File: src/rtl/vs_ram_port_arbiter.sv
// vs_ram_port_arbiter
//   Round-robin arbiter sharing one single-clock synchronous RAM among
//   NUM_PORTS requesters. At most one access (read or write) is issued per
//   clock. Read data returns one cycle after the grant, tagged with a one-hot
//   rsp_valid. A requester holding req_lock keeps the RAM for up to MAX_BURST
//   consecutive grants.
//
// Ports
//   clock, reset_n      shared rising-edge clock, async active-low reset
//   req_valid/write/lock  per-port request bits
//   req_addr, req_wdata   flattened per-port address / write data slices
//   req_ready           one-hot grant (accepted when valid && ready)
//   rsp_valid, rsp_data one-hot read response tag and shared read data
//   ram_*               RAM write_enable, write_addr, read_addr, in_data, out_data
module vs_ram_port_arbiter #(
    parameter int NUM_PORTS  = 4,
    parameter int ADDR_WIDTH = 16,
    parameter int DATA_WIDTH = 8,
    parameter int MAX_BURST  = 4
) (
    input  logic                             clock,
    input  logic                             reset_n,
    input  logic [NUM_PORTS-1:0]             req_valid,
    input  logic [NUM_PORTS-1:0]             req_write,
    input  logic [NUM_PORTS-1:0]             req_lock,
    input  logic [NUM_PORTS*ADDR_WIDTH-1:0]  req_addr,
    input  logic [NUM_PORTS*DATA_WIDTH-1:0]  req_wdata,
    output logic [NUM_PORTS-1:0]             req_ready,
    output logic [NUM_PORTS-1:0]             rsp_valid,
    output logic [DATA_WIDTH-1:0]            rsp_data,
    output logic                             ram_write_enable,
    output logic [ADDR_WIDTH-1:0]            ram_write_addr,
    output logic [ADDR_WIDTH-1:0]            ram_read_addr,
    output logic [DATA_WIDTH-1:0]            ram_in_data,
    input  logic [DATA_WIDTH-1:0]            ram_out_data
);

    localparam int PW = (NUM_PORTS > 1) ? $clog2(NUM_PORTS) : 1;
    localparam int CW = 4;

    logic [PW-1:0]        rr_ptr;
    logic [PW-1:0]        owner;
    logic                 owner_vld;
    logic [CW-1:0]        burst_cnt;
    logic [NUM_PORTS-1:0] rd_tag;

    logic                 lock_hold;
    logic                 grant_any;
    logic [PW-1:0]        grant_idx;
    logic [NUM_PORTS-1:0] grant_oh;
    logic [ADDR_WIDTH-1:0] sel_addr;
    logic [DATA_WIDTH-1:0] sel_wdata;
    logic                 sel_write;

    // Grant selection. A held lock wins outright; otherwise scan from rr_ptr.
    // The scan walks offsets from farthest to nearest so the nearest valid
    // port (lowest offset from rr_ptr) is the one left standing.
    always_comb begin
        int p;
        p         = 0;
        lock_hold = owner_vld && req_valid[owner] && req_lock[owner] &&
                    (burst_cnt < CW'(MAX_BURST - 1));
        grant_any = 1'b0;
        grant_idx = '0;
        if (lock_hold) begin
            grant_any = 1'b1;
            grant_idx = owner;
        end else begin
            for (int k = NUM_PORTS - 1; k >= 0; k--) begin
                p = int'(rr_ptr) + k;
                if (p >= NUM_PORTS) p = p - NUM_PORTS;
                if (req_valid[p]) begin
                    grant_any = 1'b1;
                    grant_idx = PW'(p);
                end
            end
        end
        // Reset forces every output quiet immediately, not at the next edge.
        if (!reset_n) begin
            grant_any = 1'b0;
            lock_hold = 1'b0;
        end
    end

    assign grant_oh  = grant_any ? (NUM_PORTS'(1) << grant_idx) : '0;
    assign sel_addr  = req_addr[grant_idx*ADDR_WIDTH +: ADDR_WIDTH];
    assign sel_wdata = req_wdata[grant_idx*DATA_WIDTH +: DATA_WIDTH];
    assign sel_write = req_write[grant_idx];

    assign req_ready        = grant_oh;
    assign ram_write_enable = grant_any && sel_write;
    assign ram_write_addr   = (grant_any && sel_write)  ? sel_addr  : '0;
    assign ram_in_data      = (grant_any && sel_write)  ? sel_wdata : '0;
    assign ram_read_addr    = (grant_any && !sel_write) ? sel_addr  : '0;

    // The RAM read is registered, so the tag captured at the grant edge lines
    // up with ram_out_data in the following cycle.
    assign rsp_valid = rd_tag;
    assign rsp_data  = reset_n ? ram_out_data : '0;

    always_ff @(posedge clock or negedge reset_n) begin
        if (!reset_n) begin
            rr_ptr    <= '0;
            owner     <= '0;
            owner_vld <= 1'b0;
            burst_cnt <= '0;
            rd_tag    <= '0;
        end else begin
            if (grant_any) begin
                rr_ptr <= (grant_idx == PW'(NUM_PORTS - 1)) ? '0 : grant_idx + 1'b1;
            end
            // Ownership only survives while the granted port keeps asking for
            // the lock; dropping valid frees the RAM for round robin.
            owner     <= grant_idx;
            owner_vld <= grant_any && req_lock[grant_idx];
            burst_cnt <= lock_hold ? burst_cnt + 1'b1 : '0;
            rd_tag    <= (grant_any && !sel_write) ? grant_oh : '0;
        end
    end

endmodule

File: config.mk
export PLATFORM = sky130hd
export DESIGN_NAME = vs_ram_port_arbiter
export DESIGN_NICKNAME = d
export VERILOG_FILES = /design/src/rtl/vs_ram_port_arbiter.sv
export SDC_FILE = /design/constraint.sdc
export NUM_CORES = 1
export LEC_CHECK = 0
export CAP_MARGIN = 20
export CELL_PAD_IN_SITES_DETAIL_PLACEMENT = 1
export CELL_PAD_IN_SITES_GLOBAL_PLACEMENT = 1
export CORE_ASPECT_RATIO = 0.6
export CORE_MARGIN = 1.5
export CORE_UTILIZATION = 22
export DETAILED_ROUTE_END_ITERATION = 8
export GPL_TIMING_DRIVEN = 1
export PLACE_DENSITY_LB_ADDON = 0.1
export SYNTH_ARGS = -nofsm -noshare
export SYNTH_HDL_FRONTEND = slang
export SYNTH_SLANG_ARGS = --single-unit
File: constraint.sdc
create_clock -name clock -period 4.05 [get_ports clock]
set_input_delay 0.81 -clock clock [delete_from_list [all_inputs] [get_ports clock]]
set_output_delay 0.81 -clock clock [all_outputs]
set_load 0.03 [all_outputs]
* Yosys cells after proc, flatten, opt, wreduce, memory -nomap -nowiden
Cells that the tools add are included. Widths: inputs -> output; s select.
Storage, ports and cells: logic and storage cells 84, register bits 13
Operators by class: reduce and logical (&&, ||, !) cells 7, magnitude comparators 11, eq/ne operators 1, shift operators 3, multiplexer cells 48, add/subtract/negate cells 9
Operator list (count):
- $mux 32 | 8
- $lt 32x4->1 const B | 4
- $shiftx 64x7->16 | 1
- $mux 16 | 2
- $shiftx 32x6->8 | 1
- $mux 1 | 19
- $bmux 1 s2 | 8
- $mux 8 | 2
- $mux 2 | 6
- $mux 4 | 3
- $sub 3x3->4 const B | 3
- $ge 3x3->1 const B | 3
- $add 2x2->3 const B | 2
- $logic_and 1x1->1 | 6
- $lt 2x3->1 const B | 2
- $add 4x1->4 const B | 1
- $lt 4x2->1 const B | 1
- $shl 1x2->4 const A | 1
- $sub 2x3->4 const B | 1
- $add 2x1->3 const B | 1
- $ge 2x3->1 const B | 1
- $add 2x1->2 const B | 1
- $eq 2x2->1 const B | 1
- $logic_not 1->1 | 1

* Logic depth before layout (Yosys ltp)
Gate-level depths: netlist (run 1).
word-level depth 19, gate-level depth with buffers 11, depth with buffers taken out 9

* Least setup slack after synthesis (run 1)
Ideal clock, no wire load.
path kind input to output, from input port req_lock[2], to output port ram_in_data[0], arrival 2.703 ns, slack 0.537 ns, stages on the path 7, data required time 3.240 ns, buffers on the path 1, path through and3_1 a31oi_1 o31ai_4 o31ai_2 buf_2 a22oi_1 o22ai_1
Between the ends: word-level cells in the longest chain between the ends 9
Ends and longest elaborated chain:
- start: declaration | line 25 | input logic [NUM_PORTS-1:0] req_lock,
- $bmux 1 s2 (*) | line 61 | lock_hold = owner_vld && req_valid[owner] && req_lock[owner] &&
- $mux 1 (not written as such) (*) | line 61
- $logic_and 1x1->1 (*) (2 in series) | line 61
- parallel branches: the longest is 4 deep, another holds $shiftx 32x6->8
- $mux 8 (*) | line 93 | assign ram_in_data = (grant_any && sel_write) ? sel_wdata : '0;
- end: declaration | line 34 | output logic [DATA_WIDTH-1:0] ram_in_data,
Every way passes the cells marked *. The select of a mux whose other input is x is not followed.

* Final worst setup path (run 1)
from input port req_valid[2], to output port ram_write_addr[2]
Between the ends: word-level cells in the longest chain between the ends 12
Ends and longest elaborated chain:
- start: declaration | line 23 | input logic [NUM_PORTS-1:0] req_valid,
- parallel branches: the longest is 11 deep, another holds $shiftx 64x7->16
- $mux 16 (*) | line 92 | assign ram_write_addr = (grant_any && sel_write) ? sel_addr : '0;
- end: declaration | line 32 | output logic [ADDR_WIDTH-1:0] ram_write_addr,
Marks and branches as above.

==> summary.txt, run 1 <==
outcome: complete, no violations
Non-Filler Instances: 557
Fin Clk Skew: 4.86 ps
post-synthesis cell type count: 47
period utilisation layout: 96.8%
final slew viol count: 0
vias in the first global route: 3041
final instance area: 4160 µm²
RSZ-0062 raised after global routing: false
CTS Hold Buffers Added: 0
crit path DAT: 3110 ps
Initial Util: 22.7%
net switching power: 0.882 mW
largest area contributor in the netlist: a22oi_1
Diodes inserted: 0
Iteration-0 DRC Markers: 133
synth top area cells: a22oi_1 28%, dfrtp_1 16%, o22ai_1 9.9%, o22ai_2 6.0%, buf_2 4.1%
Post-synth EDFFs: 0
Bufs and invs on worst path: 5
Via Count: 2882
Max Fclk: 255 MHz
clock sinks: 13
CTS tree: yes
Worst path max stage delay: 530 ps
gpl congestion: 0.892
share of cells above drive strength 1: 24.8%
first-pass GRT wire length: 16600 µm
Die Wd: 129 µm
Met1 Wirelength: 4970 µm
final antenna-violating net count: 0
Crit path max-delay family: buffers and inverters
GRT overflow: 0
Crit Path Category: in2out
Ports: 175
power density over the cells: 426 nW/µm²
clock share of power: 10.7%
height of the chip: 78.4 µm
Core Box Area: 9190 µm²
clock-pin slew on the worst setup and hold paths: 40 ps
max cap viols: 0
top post-synthesis cells by count: 79 x a22oi_1, 33 x o22ai_1, 17 x buf_2, 13 x and2_1, 13 x dfrtp_1
Post-Syn Instances: 249
Min-Delay Path Class: reg2reg
largest net degree at the start of global routing: 43
Crit path top cell by count: buf_4
Util after Layout: 45.3%
power share of the combinational group: 78.1%
Inserted Clock Buffers: 3
met3 wire length: 702 µm
sw frac: 49.7%
final hold vios: 0
Critical-path top delay cell: clkdlybuf4s50_1
wire length per cell: 19.4 µm
most frequent cell after synthesis: a22oi_1
H-tree Lvls: 1
Post-route DRC: 0
Top FF cell, synth: dfrtp_1
post-DP HPWL: 8290 µm
Critical Path, Cell by Cell: clkdlybuf4s50_1 > buf_4 > a311oi_2 > or2_2 > buf_4 > o31ai_4 > buf_6 > a22oi_1 > o22ai_1 > buf_4
placed cells: 553
Total Neg Setup Slack: 0 ps
Rows: 27
Placed Area: 4040 µm²
Async S/R FF share, synth: 100%
Detailed Routing Iterations Pass 1: 4
Synth Warn #: 0
final-layout fill cell count: 1083
crit end category: output pin
Area Growth Syn to Fin: 99.6%
die area: 10100 µm²
layout net count: 551
top sig layer: met4
sequential power share: 11.3%
Max clock buf depth: 2
crit path max fanout: 12
Post-Syn Area: 2090 µm²
Final min period: 3920 ps
# setup viols final: 0
Final Total Pwr: 1.77 mW
drt total wl: 10800 µm
IR Drop Worst-Case VDD: 0.211 mV
Worst EP required: 3240 ps
gr usage total: 20.8%
Pint: 0.893 mW
insertion delay to the later sink of the worst-skew pair: 240 ps
LEAKAGE: 1.63 nW
Yosys reg bits: 13
met2 routed WL: 5070 µm
Mean Syn Cell Area: 8.38 µm²
IO Port Bufs: 174
Startpoint Class: primary input
clock root cell: clkbuf_16
share of the synthesized area in the top cell type: 28.4%
vias per inst: 5.17
register area share after synthesis: 15.6%
initial antenna violation count: 0
## final timing paths
path,from,end,slack [ps],cells after the start
setup / recovery,req_valid[2],ram_write_addr[2],130,10
hold / removal,burst_cnt[0],burst_cnt[0],420,1
setup reg to reg,burst_cnt[0],rsp_valid[2],1390,9
hold reg to reg,burst_cnt[0],burst_cnt[0],420,1
max in group asynchronous,reset_n,burst_cnt[1],2890,2
min in group asynchronous,reset_n,rsp_valid[2],950,2
## state kept, by name, indices dropped and copies added, names as in the netlist
signal and cells:
owner 2, rr_ptr 2, rsp_valid 4, burst_cnt 4, owner_vld 1
## logic make-up after synthesis
family | count (synthesis) | share of synthesized area, %
AND/OR/NAND/NOR | 41 | 11.3
other | 1 | 0.180
flip-flops | 13 | 15.6
adder cells (fa/ha/maj) | 5 | 3.00
multiplexers | 4 | 1.98
buffers and inverters | 35 | 9.12
AO/OA/AOI/OAI | 150 | 58.8
## final cells by class
type | instances | area [µm²] | share of cell area [%]
Timing Repair Buffer | 201 | 1930 | 46.4
Multi-Input combinational cell | 202 | 1640 | 39.3
Sequential cell | 13 | 325 | 7.81
Tap cell | 130 | 163 | 3.91
Clock buffer | 3 | 75.1 | 1.80
Inverter | 7 | 26.3 | 0.631
Clock inverter | 1 | 5.00 | 0.120
## cells in the final DEF, fill, tap and decap left out, types with 2 or more instances in the layout
master	count
o21ai_0	2
a22oi_1	79
o31ai_4	5
nand3_1	2
buf_6	2
and2_1	13
conb_1	2
nand2_1	5
clkbuf_16	3
dfrtp_1	13
ha_1	5
o21a_1	4
a211oi_4	3
nand3b_1	2
mux2i_1	3
o22ai_1	33
nand2b_1	3
buf_12	7
o211a_1	2
nor2_1	6
dlymetal6s2s_1	2
inv_1	6
buf_4	62
nand2_2	2
and3_1	2
clkdlybuf4s50_1	127
o22ai_2	10
## power by group through the flow
stage	sequential, mW	clock, mW	combinational (mW)
after floorplan	0.195	0	0.797
after global placement	0.198	0	1.36
after detailed placement	0.199	0	1.38
after CTS	0.198	0.195	1.38
after global routing	0.202	0.205	1.48
final	0.200	0.189	1.39
## per-layer routing
metal / track usage, % / vias to the layer above
li1: - / 1387
met1: 28.1 / 1402
met2: 35.0 / 89
met3: 4.57 / 4
met4: 2.02 / 0
met5: 0 / -
## what timing repair did
action	in CTS	in global routing
setup buffers	0	0
pin swaps	0	1
setup endpoints to repair	1	30
gates resized for setup	1	9
## through the flow
step	setup slack, ps	hold WS (ps)
detailed placement	20.1	424
global placement	34.2	420
global route	3.29	460
floorplan	537	407
CTS	38.8	430
finish	131	423
## worst reg2reg max path: cells and delay by family (launching register included)
family,cells,cell delay [ps]
AND/OR/NAND/NOR,2,950
AO/OA/AOI/OAI,4,660
buffers and inverters,2,410
flip-flops,1,370
adder cells (fa/ha/maj),1,200
(Power assumes the default switching activity.)
==> inputs of run 2 (changes only) <==
CAP_MARGIN = default   (was 20)
CORE_ASPECT_RATIO = 1.25   (was 0.6)
==> summary.txt, run 2 (same netlist as run 1, synthesis figures left out) <==
outcome: complete, no violations (unchanged)
CTS Hold Buffers Added: 0 (unchanged)
Worst Tran Pin Value: 498 ps
clock sinks: 13 (unchanged)
insertion delay to the later sink of the worst-skew pair: 240 ps (about the same)
IO Port Bufs: 174 (unchanged)
gpl congestion: 0.826 (was 0.892)
Hold Startpoint: burst_cnt[0] (unchanged)
Total Neg Setup Slack: 0 ps (unchanged)
Reg2Reg Depth: 9 (unchanged)
share of cells above drive strength 1: 24.7% (was 24.8%)
vias per inst: 5.41 (was 5.17)
postcts setup bufs: 0 (unchanged)
Min-Delay Path Class: reg2reg (unchanged)
placed cells: 548 (was 553)
Core Box Area: 9170 µm² (was 9190 µm²)
Reg-to-Reg Start: burst_cnt[0] (unchanged)
clock root cell: clkbuf_16 (unchanged)
Hold EP: burst_cnt[0] (unchanged)
final worst setup slack: 88.2 ps (was 131 ps)
Ports: 175 (unchanged)
Die Wd: 90.1 µm (was 129 µm)
Crit Path Category: in2out (unchanged)
Worst EP required: 3240 ps (about the same)
commonest cells after routing, fill and taps aside: 128 x clkdlybuf4s50_1, 79 x a22oi_1, 65 x buf_4 (was 127 x clkdlybuf4s50_1, 79 x a22oi_1, 62 x buf_4)
clock share of power: 10.4% (was 10.7%)
die area: 10100 µm² (about the same)
period utilisation layout: 97.8% (was 96.8%)
height of the chip: 112 µm (was 78.4 µm)
H-tree Lvls: 1 (unchanged)
Pint: 0.901 mW (was 0.893 mW)
r2r setup slk: 1410 ps (was 1390 ps)
vias in the first global route: 3052 (was 3041)
RSZ-0062 raised after global routing: false (unchanged)
# setup viols final: 0 (unchanged)
IR Drop Worst-Case VDD: 0.279 mV (was 0.211 mV)
net switching power: 0.866 mW (was 0.882 mW)
initial antenna violation count: 0 (unchanged)
crit path DAT: 3150 ps (was 3110 ps)
Area Growth Syn to Fin: 99.0% (was 99.6%)
sw frac: 49.0% (was 49.7%)
leading cell type in the layout, fill and taps excluded: clkdlybuf4s50_1 (unchanged)
power share of the combinational group: 78.6% (was 78.1%)
Via Count: 2988 (was 2882)
Detailed Routing Iterations Pass 1: 4 (unchanged)
Startpoint Class: primary input (unchanged)
crit path max fanout: 5 (was 12)
LEAKAGE: 1.64 nW (was 1.63 nW)
Placed Area: 4050 µm² (was 4040 µm²)
Fin Clk Skew: 2.95 ps (was 4.86 ps)
layout net count: 553 (was 551)
Rows: 39 (was 27)
CTS tree: yes (unchanged)
largest net degree at the start of global routing: 33 (was 43)
final hold vios: 0 (unchanged)
sequential power share: 11.0% (was 11.3%)
final slew viol count: 0 (unchanged)
RR Endpoint: rsp_valid[1] (was rsp_valid[2])
Inserted Clock Buffers: 3 (unchanged)
clock-pin slew on the worst setup and hold paths: 40 ps (about the same)
post-DP HPWL: 8180 µm (was 8290 µm)
GRT overflow: 0 (unchanged)
Iteration-0 DRC Markers: 127 (was 133)
max cap viols: 0 (unchanged)
wire length per cell: 19.1 µm (was 19.4 µm)
drt total wl: 10600 µm (was 10800 µm)
# resized after CTS: 0 (was 1)
pre-CTS setup slack: 57.6 ps (was 20.1 ps)
final instance area: 4150 µm² (was 4160 µm²)
final antenna-violating net count: 0 (unchanged)
gr usage total: 20.0% (was 20.8%)
Post-route DRC: 0 (unchanged)
Initial Util: 22.7% (about the same)
power density over the cells: 426 nW/µm² (about the same)
crit end category: output pin (unchanged)
first-pass GRT wire length: 16400 µm (was 16600 µm)
Max clock buf depth: 2 (unchanged)
Max-slew headroom: 66.5%
Non-Filler Instances: 552 (was 557)
Diodes inserted: 0 (unchanged)
Util after Layout: 45.3% (about the same)
Max Fclk: 252 MHz (was 255 MHz)
WHS Path Cells: 1 (unchanged)
Final min period: 3960 ps (was 3920 ps)
run 2: metrics by stage:
step / hold WS (ps) / total power [mW]
2_1_floorplan: 407 / 0.992
3_3_place_gp: 418 / 1.57
3_5_place_dp: 427 / 1.58
4_1_cts: 433 / 1.78
5_1_grt: 458 / 1.88
6_report: 427 / 1.77
run 2: final cells by class:
class	instances	area (µm²)
fillers	1124	5020
repair buffers	203	1950
multi-input cells	202	1620
flip-flops and latches	13	325
well taps	123	154
clock buffers	4	78.8
inverters	7	26.3
run 2: power groups by stage:
stage               sequential (mW)  clock (mW)  combinational (mW)
floorplan                     0.195           0               0.797
global placement              0.196           0                1.37
detailed placement            0.196           0                1.38
CTS                           0.194       0.188                1.39
global route                  0.199       0.195                1.49
finish                        0.194       0.183                1.39
run 2: critical path: stages:
cell and delay [ps]:
clkdlybuf4s50_1 520, buf_4 140, nand2b_1 70, o22a_1 210
o221a_1 140, or2_1 260, inv_2 60, ha_1 130
and2_1 130, clkdlybuf4s50_1 670
run 2: worst max-delay path by stage:
stage                              to          from  slack, ps
CTS                      req_ready[0]  req_valid[2]         10
global route             req_ready[0]  req_valid[2]        0.4
floorplan              ram_in_data[0]   req_lock[2]        540
finish                   req_ready[0]  req_valid[2]         90
detailed placement  ram_write_addr[8]  req_valid[2]         60
global placement         req_ready[0]  req_valid[2]         80
run 2: per-layer routing:
metal,share of wire [%],global-route usage [%],vias up
met5,0,0,-
met4,1.2,4.23,0
met3,5.2,2.80,8
met2,52,36.4,123
met1,42,25.0,1470
li1,-,-,1387
==> inputs of run 3 (changes only) <==
MAX_ROUTING_LAYER = met4   (was default)
==> summary.txt, run 3 (same netlist as run 1, synthesis figures left out) <==
outcome: complete, no violations (unchanged)
Bufs and invs on worst path: 4 (unchanged)
GRT overflow: 0 (unchanged)
Via Count: 2975 (was 2988)
Final min period: 3960 ps (about the same)
vias per inst: 5.39 (was 5.41)
Max clock buf depth: 2 (unchanged)
CP startpoint: req_valid[2] (unchanged)
crit path DAT: 3150 ps (about the same)
vias in the first global route: 3051 (was 3052)
Hold Startpoint: burst_cnt[0] (unchanged)
IR Drop Worst-Case VDD: 0.279 mV (about the same)
clock root cell: clkbuf_16 (unchanged)
Placed Area: 4050 µm² (unchanged)
Hold Worst Slack: 427 ps (about the same)
H-tree Lvls: 1 (unchanged)
postcts setup bufs: 0 (unchanged)
power density over the cells: 426 nW/µm² (about the same)
Post-route DRC: 0 (unchanged)
post-DP HPWL: 8180 µm (unchanged)
commonest cells after routing, fill and taps aside: 128 x clkdlybuf4s50_1, 79 x a22oi_1, 65 x buf_4 (unchanged)
Detailed Routing Iterations Pass 1: 5 (was 4)
Crit path max-delay family: buffers and inverters (unchanged)
# setup viols final: 0 (unchanged)
first-pass GRT wire length: 16400 µm (unchanged)
drt total wl: 10500 µm (was 10600 µm)
Inserted Clock Buffers: 3 (unchanged)
gpl congestion: 0.838 (was 0.826)
Rows: 39 (unchanged)
clock-pin slew on the worst setup and hold paths: 40 ps (about the same)
RSZ-0062 raised after global routing: false (unchanged)
layout net count: 553 (unchanged)
die area: 10100 µm² (unchanged)
Critical-path top delay cell: clkdlybuf4s50_1 (unchanged)
CTS tree: yes (unchanged)
wire length per cell: 19.1 µm (about the same)
initial antenna violation count: 0 (unchanged)
Startpoint Class: primary input (unchanged)
final-layout fill cell count: 1124 (unchanged)
crit path max fanout: 5 (unchanged)
Worst Tran Pin Value: 500 ps (was 498 ps)
share of cells above drive strength 1: 24.7% (unchanged)
crit end category: output pin (unchanged)
Iteration-0 DRC Markers: 124 (was 127)
Final Total Pwr: 1.77 mW (about the same)
Crit Path Category: in2out (unchanged)
clock sinks: 13 (unchanged)
final antenna-violating net count: 0 (unchanged)
largest net degree at the start of global routing: 33 (unchanged)
final hold vios: 0 (unchanged)
Worst EP required: 3240 ps (about the same)
Diodes inserted: 0 (unchanged)
Total Neg Setup Slack: 0 ps (unchanged)
Fin Clk Skew: 2.96 ps (was 2.95 ps)
Critical Path, Cell by Cell: clkdlybuf4s50_1 > buf_4 > nand2b_1 > o22a_1 > o221a_1 > or2_1 > inv_2 > ha_1 > and2_1 > clkdlybuf4s50_1 (unchanged)
height of the chip: 112 µm (unchanged)
gr usage total: 20.7% (was 20.0%)
final slew viol count: 0 (unchanged)
Min-Delay Path Class: reg2reg (unchanged)
leading cell type in the layout, fill and taps excluded: clkdlybuf4s50_1 (unchanged)
Max-slew headroom: 66.4% (was 66.5%)
Ports: 175 (unchanged)
IO Port Bufs: 174 (unchanged)
max cap viols: 0 (unchanged)
multi-input logic area: 1620 µm² (unchanged)
period utilisation layout: 97.9% (was 97.8%)
insertion delay to the later sink of the worst-skew pair: 240 ps (about the same)
Area Growth Syn to Fin: 99.0% (unchanged)
Die Wd: 90.1 µm (unchanged)
register area: 325 µm² (unchanged)
Initial Util: 22.7% (unchanged)
Max Fclk: 252 MHz (about the same)
Reg-to-Reg Start: burst_cnt[0] (unchanged)
final instance area: 4150 µm² (unchanged)
LEAKAGE: 1.64 nW (unchanged)
Core Box Area: 9170 µm² (unchanged)
Worst path max stage delay: 670 ps (about the same)
Crit path top cell by count: clkdlybuf4s50_1 (unchanged)
==> run 3: path summary, 6_finish.rpt <==
check	cells past startpoint	slack, ps	end
min in group asynchronous	2	970	rr_ptr[0]
max in group asynchronous	2	2880	burst_cnt[1]
worst min register to register	1	430	burst_cnt[0]
worst max register to register	9	1400	rsp_valid[1]
worst max-delay path	10	90	req_ready[0]
worst min-delay path	1	430	burst_cnt[0]
==> run 3: what timing repair did <==
action                     CTS  global route
setup endpoints to repair    0            41
resized for setup            0             7
hold buffers                 0             0
==> run 3: per-layer routing <==
| layer | up-vias | global-route usage (%) | share of wire (%) |
|---|---|---|---|
| met1 | 1476 | 25.1 | 42 |
| met3 | 8 | 2.53 | 4.2 |
| met5 | - | - | 0 |
| met2 | 104 | 36.5 | 53 |
| met4 | 0 | 4.23 | 1.2 |
| li1 | 1387 | - | - |
==> run 3: stage by stage <==
stage | setup WS, ps | instances | utilization (%)
6_report | 85.2 | 552 | 45.3
5_1_grt | 0.415 | 552 | 45.3
4_1_cts | 10.1 | 552 | 45.0
3_5_place_dp | 57.6 | 548 | 44.1
3_3_place_gp | 76.8 | 548 | 44.1
2_1_floorplan | 537 | 250 | -
==> run 3: worst register-to-register path, cell delays in order (launching register included) <==
cell and delay, ps:
dfrtp_1 370, ha_1 200, or4b_4 560, a211o_4 330, o31ai_4 70, buf_4 230, o31ai_4 100, buf_4 160
nor3_1 390, o21a_1 170
==> run 3: layout make-up <==
cell class | count | area share [%]
Timing Repair Buffer | 203 | 46.9
Multi-Input combinational cell | 202 | 39.1
Sequential cell | 13 | 7.84
Tap cell | 123 | 3.71
Clock buffer | 4 | 1.90
Inverter | 7 | 0.633
==> run 3: where the power goes <==
group          internal (mW)  switching (mW)
Combinational          0.609           0.781
Clock                  0.132          0.0509
Sequential             0.160          0.0342
Total                  0.901           0.866
